`config.mk`:
```
export PLATFORM = sky130hd
export DESIGN_NAME = hazard_ctrl_flat
export DESIGN_NICKNAME = d
export VERILOG_FILES = /design/src/rtl/hazard_ctrl_if.sv /design/src/rtl/hazard_ctrl.sv /design/src/flat_wrapper.sv
export SDC_FILE = /design/constraint.sdc
export NUM_CORES = 1
export LEC_CHECK = 0
export CAP_MARGIN = 20
export CORE_ASPECT_RATIO = 1.5
export CORE_MARGIN = 3
export CORE_UTILIZATION = 30
export CTS_BUF_LIST = sky130_fd_sc_hd__clkbuf_4 sky130_fd_sc_hd__clkbuf_8 sky130_fd_sc_hd__clkbuf_16
export DETAILED_ROUTE_END_ITERATION = 8
export PLACE_DENSITY = 0.53
export SLEW_MARGIN = 10
export SYNTH_ARGS = -nofsm -noshare
export SYNTH_HDL_FRONTEND = slang
export SYNTH_SLANG_ARGS = --single-unit
```
`constraint.sdc`:
```
create_clock -name CLOCK -period 5.3 [get_ports CLOCK]
set_clock_uncertainty 0.2 [all_clocks]
set_input_delay 1.06 -clock CLOCK [delete_from_list [all_inputs] [get_ports CLOCK]]
set_output_delay 1.06 -clock CLOCK [all_outputs]
set_load 0.02 [all_outputs]
```
`src/rtl/hazard_ctrl_if.sv`:
```
// ID-stage to hazard-controller bundle: decoded source/destination fields in,
// forwarding selects and ID/EX boundary control out.
interface hazard_ctrl_if #(
    parameter int REG_AW = 4,
    parameter int CNT_W  = 16
);
    logic              id_valid;
    logic [REG_AW-1:0] id_rs;
    logic [REG_AW-1:0] id_rt;
    logic              id_use_rs;
    logic              id_use_rt;
    logic              id_wr;
    logic [REG_AW-1:0] id_rd;
    logic              id_is_load;
    logic              br_taken;
    logic [1:0]        fwd_a_sel;
    logic [1:0]        fwd_b_sel;
    logic              stall;
    logic              flush;
    logic              issue;
    logic [CNT_W-1:0]  stall_count;

    modport master (
        output id_valid, id_rs, id_rt, id_use_rs, id_use_rt,
               id_wr, id_rd, id_is_load, br_taken,
        input  fwd_a_sel, fwd_b_sel, stall, flush, issue, stall_count
    );

    modport slave (
        input  id_valid, id_rs, id_rt, id_use_rs, id_use_rt,
               id_wr, id_rd, id_is_load, br_taken,
        output fwd_a_sel, fwd_b_sel, stall, flush, issue, stall_count
    );
endinterface

```
`src/rtl/hazard_ctrl.sv`:
```
// Hazard/forwarding controller for the ID/EX boundary of a 5-stage pipeline.
// Define HAZ_FWD_EN for operand forwarding; otherwise RAW hazards stall until the writer reaches WB.
module hazard_ctrl #(
    parameter int REG_AW = 4,
    parameter int CNT_W  = 16
) (
    input  logic          CLOCK,
    input  logic          CLEAR,
    hazard_ctrl_if.slave  bus
);

    // The WB entry never influences control (the register file writes before
    // it reads), so only the EX and MEM destinations are kept.
    typedef struct packed {
        logic              valid;
        logic              wr;
        logic [REG_AW-1:0] rd;
    } dst_t;

    dst_t             ex_q, ex_d;
    dst_t             mem_q, mem_d;
    logic             ex_load_q, ex_load_d;
    logic [1:0]       fwd_a_q, fwd_a_d;
    logic [1:0]       fwd_b_q, fwd_b_d;
    logic [CNT_W-1:0] cnt_q, cnt_d;

    logic rs_ex, rt_ex, rs_mem, rt_mem;
    logic load_use, hazard;
    logic stall, flush, issue;

    function automatic logic src_hit(input logic used, input logic [REG_AW-1:0] src,
                                     input dst_t stg);
        return used && (src != '0) && stg.valid && stg.wr && (stg.rd == src);
    endfunction

    always_comb begin
        rs_ex    = src_hit(bus.id_use_rs, bus.id_rs, ex_q);
        rt_ex    = src_hit(bus.id_use_rt, bus.id_rt, ex_q);
        rs_mem   = src_hit(bus.id_use_rs, bus.id_rs, mem_q);
        rt_mem   = src_hit(bus.id_use_rt, bus.id_rt, mem_q);
        load_use = ex_load_q & (rs_ex | rt_ex);
`ifdef HAZ_FWD_EN
        hazard   = load_use;
`else
        hazard   = load_use | rs_ex | rt_ex | rs_mem | rt_mem;
`endif
        // An empty ID slot has nothing to protect, so it never stalls.
        flush = ~CLEAR & bus.br_taken;
        stall = ~CLEAR & ~bus.br_taken & bus.id_valid & hazard;
        issue = ~CLEAR & bus.id_valid & ~stall & ~flush;
    end

    always_comb begin
        mem_d     = ex_q;
        ex_d      = '0;
        ex_load_d = 1'b0;
        fwd_a_d   = 2'b00;
        fwd_b_d   = 2'b00;
        cnt_d     = cnt_q;
        if (issue) begin
            ex_d.valid = 1'b1;
            ex_d.wr    = bus.id_wr;
            ex_d.rd    = bus.id_rd;
            ex_load_d  = bus.id_is_load;
`ifdef HAZ_FWD_EN
            // Youngest producer wins when both EX and MEM match.
            fwd_a_d = rs_ex ? 2'b01 : (rs_mem ? 2'b10 : 2'b00);
            fwd_b_d = rt_ex ? 2'b01 : (rt_mem ? 2'b10 : 2'b00);
`endif
        end
        if (stall && (cnt_q != '1)) begin
            cnt_d = cnt_q + CNT_W'(1);
        end
    end

    // NOTE: state flops use non-blocking assignments so every register samples
    // the pre-edge values of the others.
    always_ff @(posedge CLOCK) begin
        if (CLEAR) begin
            ex_q      <= '0;
            mem_q     <= '0;
            ex_load_q <= 1'b0;
            fwd_a_q   <= 2'b00;
            fwd_b_q   <= 2'b00;
            cnt_q     <= '0;
        end else begin
            ex_q      <= ex_d;
            mem_q     <= mem_d;
            ex_load_q <= ex_load_d;
            fwd_a_q   <= fwd_a_d;
            fwd_b_q   <= fwd_b_d;
            cnt_q     <= cnt_d;
        end
    end

    assign bus.stall       = stall;
    assign bus.flush       = flush;
    assign bus.issue       = issue;
    assign bus.fwd_a_sel   = fwd_a_q;
    assign bus.fwd_b_sel   = fwd_b_q;
    assign bus.stall_count = cnt_q;

endmodule

```
`src/flat_wrapper.sv`:
```
// flat-port wrapper written by rule: the top's interface ports become plain ports
module hazard_ctrl_flat 
#(
    parameter int REG_AW = 4,
    parameter int CNT_W  = 16
)
  (CLOCK, CLEAR, bus_id_valid, bus_id_rs, bus_id_rt, bus_id_use_rs, bus_id_use_rt, bus_id_wr, bus_id_rd, bus_id_is_load, bus_br_taken, bus_fwd_a_sel, bus_fwd_b_sel, bus_stall, bus_flush, bus_issue, bus_stall_count);
  hazard_ctrl_if #(.REG_AW(REG_AW), .CNT_W(CNT_W)) bus_i ();
  input  logic CLOCK;
  input  logic CLEAR;
  input wire logic [$bits(bus_i.id_valid)-1:0] bus_id_valid;
  input wire logic [$bits(bus_i.id_rs)-1:0] bus_id_rs;
  input wire logic [$bits(bus_i.id_rt)-1:0] bus_id_rt;
  input wire logic [$bits(bus_i.id_use_rs)-1:0] bus_id_use_rs;
  input wire logic [$bits(bus_i.id_use_rt)-1:0] bus_id_use_rt;
  input wire logic [$bits(bus_i.id_wr)-1:0] bus_id_wr;
  input wire logic [$bits(bus_i.id_rd)-1:0] bus_id_rd;
  input wire logic [$bits(bus_i.id_is_load)-1:0] bus_id_is_load;
  input wire logic [$bits(bus_i.br_taken)-1:0] bus_br_taken;
  output wire logic [$bits(bus_i.fwd_a_sel)-1:0] bus_fwd_a_sel;
  output wire logic [$bits(bus_i.fwd_b_sel)-1:0] bus_fwd_b_sel;
  output wire logic [$bits(bus_i.stall)-1:0] bus_stall;
  output wire logic [$bits(bus_i.flush)-1:0] bus_flush;
  output wire logic [$bits(bus_i.issue)-1:0] bus_issue;
  output wire logic [$bits(bus_i.stall_count)-1:0] bus_stall_count;
  assign bus_i.id_valid = bus_id_valid;
  assign bus_i.id_rs = bus_id_rs;
  assign bus_i.id_rt = bus_id_rt;
  assign bus_i.id_use_rs = bus_id_use_rs;
  assign bus_i.id_use_rt = bus_id_use_rt;
  assign bus_i.id_wr = bus_id_wr;
  assign bus_i.id_rd = bus_id_rd;
  assign bus_i.id_is_load = bus_id_is_load;
  assign bus_i.br_taken = bus_br_taken;
  assign bus_fwd_a_sel = bus_i.fwd_a_sel;
  assign bus_fwd_b_sel = bus_i.fwd_b_sel;
  assign bus_stall = bus_i.stall;
  assign bus_flush = bus_i.flush;
  assign bus_issue = bus_i.issue;
  assign bus_stall_count = bus_i.stall_count;
  hazard_ctrl #(.REG_AW(REG_AW), .CNT_W(CNT_W)) u_core (.CLOCK(CLOCK), .CLEAR(CLEAR), .bus(bus_i));
endmodule
```
==> flow_summary.ini <==
[route]
dr.pass1.iters = 4
drt_iter0_drc = 42
ant_nets = 0
vias = 1197
drc = 0
wire_per_inst_um = 13.06
viasPerCell = 4.676
routed_wl_mm = 3.343

[yosys]
synth-seq-cells = 28
synth_area_um2 = 1471
synthFlopType = dfxtp_1
syn_inst = 155
syn_avg_cell_area_um2 = 9.493
synth_edf_count = 0
async_reset_ff_share_pct = 0
synthDistinctLibCells = 39
synth_seq_area_share_pct = 38.10
yosys_warnings = 0

[job]
cap_viol_max_count = 0

[cts]
clockBufferDepth = 2
path_clk_slew_ns = 0.10
cts_max_level = 1
clk_latency_ns = 0.28
cts_buffers = 3
cts_tree = yes
cts_num_sinks = 28
cts.repair.resized = 0
ctsHoldBuffers = 0
post_cts_buffers = 0
root_buffer = clkbuf_8

[critical_path]
criticalPathCategory = input port to primary output
r2r_cells = 6
crit_path_end_kind = primary output
arrival_ns = 3.34
critPathMaxFanout = 7
required_ns = 4.04
critPathLaunchType = input port

[timing]
drv_slew = 0
hold_viol = 0
fin_crit_ns = 4.600
finalCritPeriodShare_pct = 86.79
final-setup-viol-count = 0
rsz0062_at_grt = no
fin_hold_ws_ns = 0.3000
max_freq_mhz = 217.4
setup_tns_ns = 0

[run_status]
status = finished, final reports clean

[finish]
final_nets = 214
drive_above_1_share_pct = 8.333
fillers = 471
final_cells = 256
num_antenna_cells = 0
fin_util_pct = 42.41
area_growth_pct = 33.08

[floorplan]
rows = 30
core_area_um2 = 4617
die_y_um = 91.78
start_util_pct = 31.87
io_pins = 43
die-area_um2 = 5798
die_w_um = 63.18

[global_routing]
track_usage_pct = 12.43
antenna_found_initial = 0
gr-total-overflow = 0
grt_pass1_vias = 1212
grt_max_degree = 26
grt_pass1_wl_mm = 5.775

[power]
power.density_nw_per_um2 = 216.3
p_total_uw = 423.5
p_leak_nw = 0.6901
ir_drop_v = 0.00009777

[placement]
place.gp.congestion = 0.7931
hpwl_mm = 2.623
port-buffer-count = 37
dp.cells = 252

[worst_hold_path]
hold_depth = 1
hold_path.class = flop to flop
-- worst max-delay path, cell delays in order --
cell	delay [ns]
clkdlybuf4s50_1	0.55
o41a_1	0.21
nand3_1	0.11
nor4_2	0.30
o211ai_2	0.23
and2_4	0.24
inv_1	0.05
clkdlybuf4s50_1	0.59
-- layer usage --
layer,GRT usage (%),routed length (µm),vias to the layer above
met5,0,0,-
met4,5.225,62,0
met3,2.574,111,5
met2,21.50,1756,20
met1,14.72,1412,555
li1,-,-,617
-- cells in the final DEF (no fill, tap or decap), drive strengths merged, types with 2 or more instances in the layout --
| cell type | instances |
|---|---|
| and3 | 5 |
| nand4 | 2 |
| nor2 | 13 |
| a2111oi | 5 |
| nand2 | 5 |
| o41a | 2 |
| nor2b | 8 |
| xor2 | 12 |
| o2111ai | 2 |
| o21ai | 2 |
| o31ai | 2 |
| xnor2 | 14 |
| and2 | 6 |
| nor4 | 4 |
| dfxtp | 28 |
| conb | 4 |
| a21oi | 7 |
| clkbuf | 3 |
| clkdlybuf4s50 | 37 |
| o211ai | 2 |
| inv | 3 |
| and4 | 2 |
| nand3 | 11 |
-- Yosys cell counts, types with 2 or more instances --
library cell,instances,area (µm²)
a2111oi_1,5,50.05
a21oi_1,6,30.03
and2_1,5,31.28
and3_1,5,31.28
and4_1,2,17.52
buf_4,4,30.03
clkbuf_1,2,7.510
dfxtp_1,28,560.5
inv_1,3,11.26
nand2_1,5,18.77
nand3_1,10,50.05
nand4_1,2,12.51
nor2_1,13,48.80
nor2b_1,8,50.05
nor4_2,4,50.05
o2111ai_1,2,17.52
o211ai_2,2,25.02
o21ai_0,2,10.01
o31ai_1,2,15.01
o41a_1,2,22.52
xnor2_1,14,122.6
xor2_1,12,105.1
-- sequential cells by signal (all words and copies together) (netlist names) --
signal and cells:
u_core.bus.stall_count 16, u_core.ex_q 6, u_core.mem_q 6
-- layout make-up --
class | count | area [µm²] | area share [%]
inverters | 3 | 11.26 | 0.5751
clock inverters | 1 | 30.03 | 1.534
clock buffers | 3 | 41.29 | 2.109
multi-input cells | 119 | 857.1 | 43.77
well taps | 64 | 80.08 | 4.089
flip-flops and latches | 28 | 560.5 | 28.63
repair buffers | 38 | 377.9 | 19.30
-- power breakdown --
part | total, mW | internal, mW | switching, mW
clock | 0.171 | 0.101 | 0.0696
combinational | 0.0382 | 0.0206 | 0.0177
sequential | 0.214 | 0.212 | 0.00199
-- stage by stage --
| stage | instance area, µm² | worst slack [ns] |
|---|---|---|
| 2_1_floorplan | 1483 | 1.810 |
| 3_3_place_gp | 1887 | 0.6904 |
| 3_5_place_dp | 1887 | 0.6844 |
| 4_1_cts | 1958 | 0.6712 |
| 5_1_grt | 1958 | 0.5227 |
| 6_report | 1958 | 0.7002 |
-- worst paths after layout --
check	start	end	slack, ns
worst max-delay path	bus_id_rs[0]	bus_stall	0.70
worst min-delay path	u_core.ex_q[5]	u_core.mem_q[5]	0.30
worst max register to register	u_core.ex_q[1]	u_core.bus.stall_count[14]	2.92
worst min register to register	u_core.ex_q[5]	u_core.mem_q[5]	0.30
-- logic make-up (layout without fill, tap and decap cells) --
group	Yosys count	after routing	share of synthesized area, %
simple gates	61	61	25.60
mux	2	2	1.446
flops	28	28	38.10
xor+xnor	26	26	15.48
compound gates	25	25	13.86
fa+ha+maj	1	1	0.8502
other cells	1	4	0.2549
buf+inv	11	45	4.422
(Power assumes the default switching activity.)
==> RTL change, RTL diff (same settings) <==
`REG_AW` is set to 4 in 3 places; all go to 3.
--- a/src/rtl/hazard_ctrl_if.sv
+++ b/src/rtl/hazard_ctrl_if.sv
@@ -3,3 +3,3 @@
 interface hazard_ctrl_if #(
-    parameter int REG_AW = 4,
+    parameter int REG_AW = 3,
     parameter int CNT_W  = 16
--- a/src/rtl/hazard_ctrl.sv
+++ b/src/rtl/hazard_ctrl.sv
@@ -3,3 +3,3 @@
 module hazard_ctrl #(
-    parameter int REG_AW = 4,
+    parameter int REG_AW = 3,
     parameter int CNT_W  = 16
--- a/src/flat_wrapper.sv
+++ b/src/flat_wrapper.sv
@@ -3,3 +3,3 @@
 #(
-    parameter int REG_AW = 4,
+    parameter int REG_AW = 3,
     parameter int CNT_W  = 16
Interface: changed (resized bus_id_rd, bus_id_rs and bus_id_rt); port bits go from 43 to 40. The function was not compared with the original's and may differ.
==> RTL change against the unedited design <==
  * Critical path depth decreased by 2
  * Area after synthesis fell by 11%
  * Hold slack worse by 35 ps
  * Cell area down 12%
  * Routed wire length is 13% lower
  * Register-to-register slack worse by 430 ps
  * Worst setup slack better by 40 ps
  * Cell count down 9.0%
  * Core utilization down 0.11 points
  * Power fell by 20%
  * Die area shrank 10%
  * Sequential cell count is 2 lower
  * Largest cell class unchanged
  * Largest power group unchanged
==> RTL change: results (changes against the unedited design) <==
[outcome]
status=finished, final reports clean  ; unchanged

[global_routing]
grt_max_degree=28  ; was 26
met3_usage_pct=2.08  ; was 2.57%
use_met1_pct=14.1  ; was 14.7%

[routing]
wl_mm=2.92  ; was 3.34 mm
met2WireLength_mm=1.55  ; was 1.76 mm
num_vias=1193  ; was 1,197
initialDrtViolationCount=52  ; was 42
routedWlPerCell_um=12.5  ; was 13.1 µm
route.met3.wl_um=143  ; was 111 µm
wl_met1_mm=1.19  ; was 1.41 mm

[pwr]
p_leak_nw=0.597  ; was 0.690 nW
vdd_drop_max_v=0.000136  ; was 0.0000978 V

[critical_path]
ff2ff_setup_slack_ps=2490  ; was 2920 ps
crit_fanout=3  ; was 7
cpPeakStageDelay_ps=630  ; was 590 ps
cp-startpoint=bus_id_rt[0]  ; was bus_id_rs[0]
r2r-end=u_core.bus.stall_count[6]  ; was u_core.bus.stall_count[14]
reg2reg_from=u_core.mem_q[2]  ; was u_core.ex_q[1]

[cells_and_area]
num-fill-cells=439  ; was 471
final_layout_size_suffix_gt1_share_pct=5.32  ; was 8.33%
nets=208  ; was 214

[min_path]
min_from=u_core.ex_q[4]  ; was u_core.ex_q[5]
hold_end=u_core.mem_q[4]  ; was u_core.mem_q[5]

[placement]
gp_congestion=0.773  ; was 0.793
dpl_worst_slack_ps=723  ; was 684 ps
numPortBuffers=34  ; was 37

[logic_synthesis]
avgSynthCellArea_um2=8.49  ; was 9.49 µm²
synth_fa_ha_area_share_pct=0.957  ; was 0.850%
yosysSeqAreaShare_pct=39.8  ; was 38.1%
synth.area.mux_share_pct=2.58  ; was 1.45%
ys_types=30  ; was 39
synth-xor-area-share_pct=9.38  ; was 15.5%

[sta]
finalCritPeriodShare_pct=86.0  ; was 86.8%

[RTL change: cell count changes after synthesis, moves of 5 or more]
cell,change
or3_1,+5
nand4_1,+5
xnor2_1,-13
o21ai_0,+6
a21oi_1,+5
[RTL change: layout make-up]
cell class	instances	area [µm²]	share of cell area, %
Clock buffer	3	41.3	2.40
Inverter	4	15.0	0.873
Multi-Input combinational cell	119	731	42.5
Sequential cell	26	520	30.3
Timing Repair Buffer	36	355	20.7
Tap cell	45	56.3	3.28
[RTL change: through the flow]
| stage | hold slack (ps) | cell area (µm²) |
|---|---|---|
| 6_report | 266 | 1720 |
| 5_1_grt | 289 | 1720 |
| 4_1_cts | 269 | 1720 |
| 3_5_place_dp | 254 | 1680 |
| 3_3_place_gp | 243 | 1680 |
| 2_1_floorplan | 238 | 1320 |
[RTL change: power by group]
part / internal [mW] / leakage, nW / switching (mW)
clock network: 0.0509 / 0.0216 / 0.0593
registers: 0.197 / 0.210 / 0.00118
logic: 0.0159 / 0.365 / 0.0139
